===== src/rtl/election_bonus_manager.sv =====
// Election-house bonus shield manager: per-tank timed shield with blink
// warning, hit absorption, ammo-refill request and saturating bonus tally.
//
// Ports
//   clk, resetN           clock, async active-low reset
//   start_of_frame        one-cycle frame tick
//   tankNBonus            one-cycle bonus grant
//   tankNHit              one-cycle shell strike
//   tankNRefillAck        refill acknowledge from the tank block
//   tankNShield           shield logically active
//   tankNShieldVisible    shield sprite draw enable
//   tankNHitAbsorbed      one-cycle pulse, hit absorbed by shield
//   tankNRefillReq        ammo-refill request
//   tankNBonusCount[2:0]  saturating bonus tally

module election_bonus_channel #(
  parameter int BONUS_SEC    = 10,
  parameter int SOF_PER_SEC  = 30,
  parameter int WARN_SEC     = 3,
  parameter int BLINK_FRAMES = 8
) (
  input  logic       clk,
  input  logic       resetN,
  input  logic       sof,
  input  logic       bonus,
  input  logic       hit,
  input  logic       ack,
  output logic       shield,
  output logic       visible,
  output logic       hit_absorbed,
  output logic       refill_req,
  output logic [2:0] bonus_count
);

  localparam int TOTAL = BONUS_SEC * SOF_PER_SEC;
  localparam int WARN  = WARN_SEC * SOF_PER_SEC;
  localparam int TW    = $clog2(TOTAL) + 1;
  localparam int BW    = $clog2(BLINK_FRAMES + 1);

  localparam logic [TW-1:0] TOTAL_T = TW'(TOTAL);
  localparam logic [TW-1:0] WARN_T  = TW'(WARN);
  localparam logic [BW-1:0] BLINK_L = BW'(BLINK_FRAMES - 1);

  typedef enum logic [1:0] {
    IDLE   = 2'd0,
    ACTIVE = 2'd1,
    WARN_S = 2'd2
  } state_t;

  state_t        state;
  logic [TW-1:0] timer;
  logic [BW-1:0] blink;

  logic          live;
  logic          ev_load;
  logic          ev_kill;
  logic          ev_tick;
  logic [TW-1:0] timer_dec;

  // Event decode is made one-hot: a bonus overrides a hit, and both
  // override the frame tick, so the reload never also decrements.
  assign live      = (state != IDLE);
  assign ev_load   = bonus;
  assign ev_kill   = hit & live & ~bonus;
  assign ev_tick   = sof & live & ~bonus & ~(hit & live);
  assign timer_dec = timer - TW'(1);

  always_ff @(posedge clk or negedge resetN) begin
    if (!resetN) begin
      state        <= IDLE;
      timer        <= '0;
      blink        <= '0;
      shield       <= 1'b0;
      visible      <= 1'b0;
      hit_absorbed <= 1'b0;
    end else begin
      hit_absorbed <= 1'b0;
      unique case (1'b1)
        ev_load: begin
          state        <= ACTIVE;
          timer        <= TOTAL_T;
          blink        <= '0;
          shield       <= 1'b1;
          visible      <= 1'b1;
          hit_absorbed <= hit & live;
        end
        ev_kill: begin
          state        <= IDLE;
          timer        <= '0;
          blink        <= '0;
          shield       <= 1'b0;
          visible      <= 1'b0;
          hit_absorbed <= 1'b1;
        end
        ev_tick: begin
          timer <= timer_dec;
          if (timer_dec == '0) begin
            state   <= IDLE;
            blink   <= '0;
            shield  <= 1'b0;
            visible <= 1'b0;
          end else if (state == ACTIVE &&
                       timer_dec == WARN_T) begin
            // Blink phase restarts solid on WARN entry.
            state   <= WARN_S;
            blink   <= '0;
            visible <= 1'b1;
          end else if (state == WARN_S) begin
            if (blink == BLINK_L) begin
              blink   <= '0;
              visible <= ~visible;
            end else begin
              blink <= blink + BW'(1);
            end
          end
        end
        default: ;
      endcase
    end
  end

  // A bonus re-asserts the request even on the cycle an ack would drop
  // it; no second request is queued.
  always_ff @(posedge clk or negedge resetN) begin
    if (!resetN) begin
      refill_req <= 1'b0;
    end else if (bonus) begin
      refill_req <= 1'b1;
    end else if (ack) begin
      refill_req <= 1'b0;
    end
  end

  always_ff @(posedge clk or negedge resetN) begin
    if (!resetN) begin
      bonus_count <= 3'd0;
    end else if (bonus && bonus_count != 3'd7) begin
      bonus_count <= bonus_count + 3'd1;
    end
  end

endmodule

module election_bonus_manager #(
  parameter int BONUS_SEC    = 10,
  parameter int SOF_PER_SEC  = 30,
  parameter int WARN_SEC     = 3,
  parameter int BLINK_FRAMES = 8
) (
  input  logic       clk,
  input  logic       resetN,
  input  logic       start_of_frame,
  input  logic       tank1Bonus,
  input  logic       tank2Bonus,
  input  logic       tank1Hit,
  input  logic       tank2Hit,
  input  logic       tank1RefillAck,
  input  logic       tank2RefillAck,
  output logic       tank1Shield,
  output logic       tank2Shield,
  output logic       tank1ShieldVisible,
  output logic       tank2ShieldVisible,
  output logic       tank1HitAbsorbed,
  output logic       tank2HitAbsorbed,
  output logic       tank1RefillReq,
  output logic       tank2RefillReq,
  output logic [2:0] tank1BonusCount,
  output logic [2:0] tank2BonusCount
);

  election_bonus_channel #(
    .BONUS_SEC    (BONUS_SEC),
    .SOF_PER_SEC  (SOF_PER_SEC),
    .WARN_SEC     (WARN_SEC),
    .BLINK_FRAMES (BLINK_FRAMES)
  ) u_ch1 (
    .clk          (clk),
    .resetN       (resetN),
    .sof          (start_of_frame),
    .bonus        (tank1Bonus),
    .hit          (tank1Hit),
    .ack          (tank1RefillAck),
    .shield       (tank1Shield),
    .visible      (tank1ShieldVisible),
    .hit_absorbed (tank1HitAbsorbed),
    .refill_req   (tank1RefillReq),
    .bonus_count  (tank1BonusCount)
  );

  election_bonus_channel #(
    .BONUS_SEC    (BONUS_SEC),
    .SOF_PER_SEC  (SOF_PER_SEC),
    .WARN_SEC     (WARN_SEC),
    .BLINK_FRAMES (BLINK_FRAMES)
  ) u_ch2 (
    .clk          (clk),
    .resetN       (resetN),
    .sof          (start_of_frame),
    .bonus        (tank2Bonus),
    .hit          (tank2Hit),
    .ack          (tank2RefillAck),
    .shield       (tank2Shield),
    .visible      (tank2ShieldVisible),
    .hit_absorbed (tank2HitAbsorbed),
    .refill_req   (tank2RefillReq),
    .bonus_count  (tank2BonusCount)
  );

endmodule


===== config.mk =====
export PLATFORM = sky130hd
export DESIGN_NAME = election_bonus_manager
export DESIGN_NICKNAME = d
export VERILOG_FILES = /design/src/rtl/election_bonus_manager.sv
export SDC_FILE = /design/constraint.sdc
export NUM_CORES = 1
export LEC_CHECK = 0
export CORE_UTILIZATION = 40
export CTS_CLUSTER_DIAMETER = 120
export DETAILED_ROUTE_END_ITERATION = 8
export SYNTH_ARGS = -nofsm -noshare
export SYNTH_HDL_FRONTEND = slang
export SYNTH_HIERARCHICAL = 1
export SYNTH_SLANG_ARGS = --single-unit

===== constraint.sdc =====
create_clock -name clk -period 3.8 [get_ports clk]
set_input_delay 0.38 -clock clk [delete_from_list [all_inputs] [get_ports clk]]
set_output_delay 0.38 -clock clk [all_outputs]
set_load 0.01 [all_outputs]

== Word-level counts from Yosys, hierarchy flattened ==
Cells that the tools add are included.
Cells by class
  add/subtract/negate cells: 6
  eq/ne operators: 18
  muxes and demuxes: 38
  bitwise operators: 16
  reduce and logical (&&, ||, !) cells: 24
Operators with widths (number)
  $pmux W10 S3: 2
  $mux W4: 8
  $eq A10 B7 Y1 const B: 2
  $logic_not A10 Y1: 2
  $sub A10 B1 Y10 const B: 2
  $ne A4 B4 Y1 const B: 4
  $pmux W4 S2: 2
  $mux W1: 14
  $ne A3 B3 Y1 const B: 4
  $pmux W1 S3: 4
  $pmux W2 S3: 2
  $reduce_and A2 Y1: 6
  $reduce_bool A2 Y1: 6
  $and A1 B1 Y1: 10
  $add A4 B1 Y4 const B: 2
  $eq A4 B3 Y1 const B: 2
  $mux W2: 4
  $add A3 B1 Y3 const B: 2
  $not A1 Y1: 6
  $reduce_and A3 Y1: 2
  $reduce_bool A3 Y1: 2
  $eq A2 B1 Y1 const B: 2
  $eq A2 B2 Y1 const B: 2
  $logic_and A1 B1 Y1: 4
  other kinds (3): 6
Storage, ports and cells
  register bits after elaboration: 46
  output and inout bits: 14
  logic and storage cells: 118

== Depth between registers and ports, before layout ==
Gate-level depths: netlist of the first run.
  depth in word-level cells: 6
  gate-level depth with buffers: 10

== Hierarchy ==
Netlist of the first run, hierarchy kept.
By module, submodules not included
  election_bonus_channel at u_ch1: times used 1, cells each 154, area an instance 1431.4 sq um, sequential area each 575.6 sq um
  election_bonus_channel at u_ch2: times used 1, cells each 142, area an instance 1335.0 sq um, sequential area each 575.6 sq um

== Worst setup path after synthesis of the first run ==
No wires, ideal clock.
  path type: reg2reg
  from: reg u_ch1.timer[0]
  to: reg u_ch1.state[1]
  arrival time: 2.481 ns
  required time: 3.664 ns
  slack: 1.184 ns
  cell stages (with the launch flop): 10
  buffers on the path: 1
  period minus slack after synthesis: 2.616 ns
  cell sequence: dfrtp_1 > inv_1 > ha_1 > or3b_2 > clkbuf_1 > xnor2_1 > or4b_2 > or2_1 > a21oi_2 > o32ai_1
On the way
  word-level cells in the longest chain between the ends: 5
  elaborated cells on any way between the ends: 8
RTL lines
  start: declaration: RTL line 51  | logic [TW-1:0] timer;
  start signal: assignment: RTL line 96  | timer <= timer_dec;
  $sub A10 B1 Y10 *: RTL line 66  | assign timer_dec = timer - TW'(1);
  $eq A10 B7 Y1: RTL line 103  | timer_dec == WARN_T) begin
  $logic_and A1 B1 Y1: RTL line 102  | end else if (state == ACTIVE &&
  $ne A3 B3 Y1 (no source line)
  $reduce_and A2 Y1 (no source line)
  end signal: assignment: RTL line 88  | state <= IDLE;
  end signal: assignment: RTL line 98  | state <= IDLE;
  end signal: assignment: RTL line 105  | state <= WARN_S;
  end: declaration: RTL line 50  | state_t state;
Every way passes the cells marked *; elsewhere a longest branch is shown, timed or not.
A chain may end at the register's enable or synchronous reset.

== Final worst setup path of the first run ==
  from: reg u_ch1.timer[1]
  to: reg u_ch1.state[1]
Same word-level chain as after synthesis.

==> metrics.md, run 1 <==
| Metric | Value |
|---|---|
| Vias | 2218 |
| Cell count after synthesis | 296 |
| Top_reg_cell synth | dfrtp_1 |
| Area fraction of the dominant cell type after synthesis | 0.416 |
| Area growth from synthesis to final layout | 12.8% |
| PD cells | 418 mW/mm^2 |
| Final Cell Area | 0.00312 sq mm |
| Largest net degree at the start of global routing | 47 |
| Detailed Routing Iterations Pass 1 | 4 |
| Initial antenna violation count | 0 |
| Post-CTS Setup Bufs | 0 |
| Count leader, synth | dfrtp_1 |
| DR iter-0 viols | 148 |
| # rows | 29 |
| Required @ worst endpoint | 3.97 ns |
| Slew @ Worst Pin | 1.04 ns |
| Area contributors post-synth | dfrtp_1 (42%), ha_1 (5.4%), o21ai_0 (5.4%) |
| Die Height | 85.2 microns |
| Setup TNS | 0 ns |
| Number of clock sinks | 46 |
| Cell Count, Final, Fillers Out | 392 |
| Worst hold path type | input port to asynchronous set/reset pin |
| CP startpoint kind | flip-flop |
| Die W | 85.2 microns |
| Post-synth EDFFs | 0 |
| Final Cycle Share | 0.720 |
| Clock Skew | 0.0153 ns |
| WL/cell | 15.0 microns |
| Total track usage | 0.176 |
| Port buffer count | 22 |
| # hold bufs at CTS | 0 |
| Top-level I/O count | 23 |
| Core area | 0.00649 sq mm |
| CTS max path bufs | 2 |
| Clock root buffer master | clkbuf_8 |
| Worst relative slew slack | 0.301 |
| Share of cells above drive strength 1 | 0.0952 |
| Detailed Route WL | 5.88 mm |
| Arr. time, crit path | 2.90 ns |
| Global-route wire length before repair | 10.1 mm |
| Seq cells post-synth | 46 |
| Post-synth cell types | 61 |
| Register area share after synthesis | 0.416 |
| Initial core utilization | 0.426 |
| Clock slew at reported path FFs | 0.10 ns |
| H-tree depth | 2 |
| Filler cells | 639 |
| Syn_area_per_cell | 9.35 sq um |
| Final hold violation count | 0 |
| Area post-placement | 0.00301 sq mm |
| CTS Buf Count | 5 |
| Remaining Overflow, GRT | 0 |
| Peak supply drop | 0.272 mV |
| Vias/cell | 5.66 |
| Die area | 0.00725 sq mm |
| DRC errors left | 0 |
| Yosys Warn Count | 6 |
| Crit end category | flip-flop |
| Fmax | 365 MHz |
| Nets | 335 |
| Max-cap viol count | 0 |
| Placed cell count | 384 |
| Synth top cells by count | dfrtp_1 (46), nand2_1 (30), o21ai_0 (30) |
| Routability cong. | 0.775 |
| Worst skew pair latency | 0.30 ns |
| Vias in the first global route | 2112 |
| Crit Path Category | flip-flop to flip-flop |
| CTS tree | done |
| Diode count | 0 |
| Yosys top cell by area | dfrtp_1 |
| Post-synthesis instance area | 0.00277 sq mm |
| CP max FO | 6 |
| Post-DP HPWL | 4.15 mm |
| Worst hold slack | 0.237 ns |
| Ys async rst share | 1.00 |
| LEAKAGE | 1.30 nW |
| CTS-repair resized insts | 0 |
| Number of nets with antenna violations after routing | 0 |
| Total Power | 1.30 mW |
| RSZ-0062 raised after global routing | no |
| Slew Limit Fails | 0 |
| Final Setup Violations | 0 |
| Final Critical Period | 2.74 ns |
| Outcome | finished, final reports clean |
| Mapped Nets | 317 |
==> layout make-up <==
type	count	area, sq um	share of cell area
Multi-Input combinational cell	226	1490	0.479
Clock inverter	2	37.5	0.0120
Sequential cell	46	1150	0.369
Clock buffer	6	72.6	0.0233
Timing Repair Buffer	23	223	0.0714
Inverter	12	45.0	0.0144
Tap cell	77	96.3	0.0309
==> critical path: stages, from the launching register on <==
cell	delay (ns)
dfrtp_1	0.44
inv_1	0.09
ha_1	0.22
or3b_2	0.53
xnor2_1	0.16
or4b_2	0.63
or2_1	0.28
a21oi_2	0.14
o32ai_1	0.10
==> where the power goes <==
group | internal (mW) | switching, mW | leakage [nW] | total, mW
Clock | 0.196 | 0.167 | 0.0514 | 0.364
Sequential | 0.546 | 0.0607 | 0.571 | 0.607
Combinational | 0.177 | 0.157 | 0.679 | 0.334
==> sequential cells by signal (all words and copies together) (netlist names) <==
signal,cells
u_ch1/state,2
u_ch1/blink,4
u_ch2/hit_absorbed,1
u_ch2/shield,1
u_ch2/visible,1
u_ch1/shield,1
u_ch1/hit_absorbed,1
u_ch2/refill_req,1
u_ch2/state,2
u_ch2/bonus_count,3
u_ch1/bonus_count,3
u_ch1/timer,10
u_ch1/refill_req,1
u_ch2/blink,4
u_ch1/visible,1
u_ch2/timer,10
==> cell usage in the layout (no fill, tap or decap), drive strengths merged, types with 7 or more instances in the layout <==
cell type / instances
a21oi: 18
clkdlybuf4s50: 21
dfrtp: 46
ha: 12
inv: 12
nand2: 30
nand3: 7
nor2: 25
nor3: 15
o21ai: 34
==> logic make-up after synthesis <==
family                     after synthesis  synth area share
and+or+nand+nor                        116             0.233
xor gates and xnor gates                 9            0.0285
DFF                                     46             0.416
buffers and inverters                   24            0.0439
AOI/OAI and AO/OA                       84             0.202
adders and majority gates               12            0.0543
muxes                                    5            0.0217
==> routing by layer <==
metal	up-vias	track usage	part of all wire
met3	2	0.0331	0.033
met4	0	0.0508	0.0049
met2	40	0.285	0.48
met5	-	0	0
met1	1065	0.240	0.48
li1	1111	-	-
==> path summary, 6_finish.rpt <==
check	start	endpoint	slack [ns]	depth (start not counted)
setup / recovery	u_ch1/timer[1]	u_ch1/state[1]	1.06	8
hold / removal	resetN	u_ch1/timer[5]	0.24	1
setup reg to reg	u_ch1/timer[1]	u_ch1/state[1]	1.06	8
hold reg to reg	u_ch1/refill_req	u_ch1/refill_req	0.50	1
min in group clk	u_ch1/refill_req	u_ch1/refill_req	0.50	1
max in group asynchronous	resetN	u_ch2/timer[8]	2.94	1
==> through the flow <==
step           utilization  setup WS, ns
2_1_floorplan            -          1.18
3_3_place_gp         0.463          1.07
3_5_place_dp         0.463          1.01
4_1_cts              0.480          1.06
5_1_grt              0.480         0.918
6_report             0.480          1.06
(Power assumes the default switching activity.)
==> inputs of run 2 (changes only) <==
- clock period: 3.8 -> 2.7 ns (I/O delays scaled with it)
==> run 2 against run 1 <==
Total power is 38% higher. Via count rose by 2.9%. Die area is the same. Highest routed layer unchanged.
==> metrics.md, run 2 (synthesis gave the netlist of run 1 again) <==
| Metric | Value |
|---|---|
| Area post-placement | 0.00311 sq mm (was 0.00301 sq mm) |
| Power Internal | 1.23 mW (was 0.920 mW) |
| Final hold violation count | 0 (unchanged) |
| Detailed Route WL | 6.05 mm (was 5.88 mm) |
| Fmax | 395 MHz (was 365 MHz) |
| Commonest non-fill, non-tap cell in the layout | dfrtp_1 (unchanged) |
| CP max FO | 5 (was 6) |
| RSZ-0062 raised after global routing | no (unchanged) |
| Logic pwr share | 0.282 (was 0.256) |
| Total Power | 1.80 mW (was 1.30 mW) |
| DR iter-0 viols | 94 (was 148) |
| Vias/cell | 5.62 (was 5.66) |
| Core area | 0.00649 sq mm (unchanged) |
| Outcome | finished, final reports clean (unchanged) |
| Top routing layer in use | met4 (unchanged) |
| Max incr delay on CP | 0.64 ns (was 0.63 ns) |
| Final Critical Period | 2.53 ns (was 2.74 ns) |
| Post-DP HPWL | 4.42 mm (was 4.15 mm) |
| Area growth from synthesis to final layout | 16.2% (was 12.8%) |
| Die area | 0.00725 sq mm (unchanged) |
| Cell Count, Final, Fillers Out | 406 (was 392) |
| Diode count | 0 (unchanged) |
| Nets | 349 (was 335) |
| M1 WL | 2.95 mm (was 2.83 mm) |
| Largest net degree at the start of global routing | 27 (was 47) |
| H-tree depth | 2 (unchanged) |
| LEAKAGE | 1.37 nW (was 1.30 nW) |
| CP Cell Sequence | inv_1 > ha_1 > or3b_4 > xnor2_1 > or4b_2 > or2_1 > a21oi_2 > o32ai_1 (was inv_1 > ha_1 > or3b_2 > xnor2_1 > or4b_2 > or2_1 > a21oi_2 > o32ai_1) |
| Commonest cells after routing, fill and taps aside | dfrtp_1 (46), nand2_1 (30), o21ai_0 (30) (unchanged) |
| # rows | 29 (unchanged) |
| Worst skew pair latency | 0.30 ns (about the same) |
| Share of cells above drive strength 1 | 0.134 (was 0.0952) |
| Vias in the first global route | 2155 (was 2112) |
| Required @ worst endpoint | 2.86 ns (was 3.97 ns) |
| Arr. time, crit path | 2.69 ns (was 2.90 ns) |
| Crit-path leading delay family | simple AND/OR/NAND/NOR gates (unchanged) |
| Final Cycle Share | 0.937 (was 0.720) |
| DRC errors left | 0 (unchanged) |
| Clock power share | 0.250 (was 0.279) |
| Number of nets with antenna violations after routing | 0 (unchanged) |
| Detailed Routing Iterations Pass 1 | 4 (unchanged) |
| Clock root buffer master | clkbuf_8 (unchanged) |
| Routability cong. | 0.846 (was 0.775) |
| Total track usage | 0.181 (was 0.176) |
| Port buffer count | 22 (unchanged) |
| Slew Limit Fails | 0 (unchanged) |
| Crit end category | flip-flop (unchanged) |
| Net Sw Frac | 0.318 (was 0.295) |
| CP startpoint kind | flip-flop (unchanged) |
| CTS Buf Count | 5 (unchanged) |
| Remaining Overflow, GRT | 0 (unchanged) |
| PD cells | 560 mW/mm^2 (was 418 mW/mm^2) |
| Clock Skew | 0.0129 ns (was 0.0153 ns) |
| Top-level I/O count | 23 (unchanged) |
| Initial core utilization | 0.426 (unchanged) |
| Number of clock sinks | 46 (unchanged) |
| Initial antenna violation count | 0 (unchanged) |
| CTS max path bufs | 2 (unchanged) |
| Reg power frac | 0.468 (was 0.465) |
| Global-route wire length before repair | 10.4 mm (was 10.1 mm) |
| Routed wl met3 | 246 microns (was 192 microns) |
| Placed cell count | 397 (was 384) |
| Crit Path Category | flip-flop to flip-flop (unchanged) |
| Final Cell Area | 0.00321 sq mm (was 0.00312 sq mm) |
| WP buf/inv | 1 (unchanged) |
| Vias | 2283 (was 2218) |
| Worst hold slack | 0.445 ns (was 0.237 ns) |
| Clock slew at reported path FFs | 0.10 ns (about the same) |
| Max-cap viol count | 0 (unchanged) |
| Worst relative slew slack | 0.558 (was 0.301) |
| Slew @ Worst Pin | 0.664 ns (was 1.04 ns) |
| Die W | 85.2 microns (unchanged) |
| Die Height | 85.2 microns (unchanged) |
| Worst hold path type | input port to asynchronous set/reset pin (unchanged) |
| Setup TNS | 0 ns (unchanged) |
| Post-CTS Setup Bufs | 0 (unchanged) |
| Peak supply drop | 0.411 mV (was 0.272 mV) |
| NetSw | 0.572 mW (was 0.384 mW) |
| Slowest CP cell | or4b_2 (unchanged) |
| WL/cell | 14.9 microns (was 15.0 microns) |
| CTS tree | done (unchanged) |
| Top flop regs | u_ch1/timer x10, u_ch2/timer x10 (unchanged) |
| Wire length on met2 | 2.81 mm (was 2.82 mm) |
| Final Setup Violations | 0 (unchanged) |
[run 2: cell types whose count changed in the layout (fill, tap and decap cells not counted), sizes merged]
cell,before,now
bufinv,1,0
inv,12,15
buf,2,15
clkbuf,6,5
dlygate4sd3,0,1
clkinvlp,1,0
[run 2: worst register-to-register path: cells and delay by family, from the launching register on]
kind	cells	cell delay, ns
AND/OR/NAND/NOR	3	1.35
flip-flops	1	0.39
AO/OA/AOI/OAI	2	0.24
adder cells (fa/ha/maj)	1	0.18
XOR/XNOR	1	0.16
buffers and inverters	1	0.08
[run 2: timing repair]
| action | 4_1_cts | 5_1_grt |
|---|---|---|
| hold endpoints to repair | 20 | 0 |
| endpoints found under the setup margin | 0 | 1 |
| gates resized for setup | 0 | 1 |
| hold buffers | 1 | 0 |
[run 2: power by group through the flow]
stage | clock, mW | sequential (mW) | combinational (mW)
final | 0.451 | 0.842 | 0.508
after global routing | 0.498 | 0.856 | 0.564
after CTS | 0.471 | 0.843 | 0.511
after detailed placement | 0 | 0.856 | 0.507
after global placement | 0 | 0.857 | 0.494
after floorplan | 0 | 0.872 | 0.270
[run 2: stage by stage]
| step | util | setup WS (ns) |
|---|---|---|
| after floorplan | - | 0.0835 |
| after global placement | 0.478 | 0.208 |
| after detailed placement | 0.478 | 0.122 |
| after CTS | 0.495 | 0.0765 |
| after global routing | 0.495 | 0.0270 |
| final | 0.495 | 0.169 |
[run 2: final cells by class]
class	count	area, sq um
flip-flops and latches	46	1150
clock inverters	3	26.3
inverters	12	45.0
repair buffers	37	330
clock buffers	5	68.8
fillers	613	3280
well taps	77	96.3
multi-input cells	226	1500
[run 2: worst paths after layout]
check | start | endpoint | slack, ns | depth (start not counted)
worst min-delay path | resetN | u_ch1/timer[9] | 0.45 | 2
max in group asynchronous | resetN | u_ch2/timer[3] | 1.54 | 3
worst max-delay path | u_ch1/timer[1] | u_ch1/state[1] | 0.17 | 8
worst max register to register | u_ch1/timer[1] | u_ch1/state[1] | 0.17 | 8
min in group clk | u_ch1/refill_req | u_ch1/refill_req | 0.49 | 1
worst min register to register | u_ch1/refill_req | u_ch1/refill_req | 0.49 | 1
[run 2: per-layer routing]
| metal | GRT usage | up-vias |
|---|---|---|
| met5 | 0 | - |
| met4 | 0.0401 | 0 |
| met3 | 0.0389 | 4 |
| met2 | 0.282 | 45 |
| met1 | 0.258 | 1095 |
| li1 | - | 1139 |
==> inputs of run 3 (changes only) <==
- CAP_MARGIN: unset -> 20
==> results of run 3 <==
The final DEF is identical to that of run 2; final timing and power are the same.
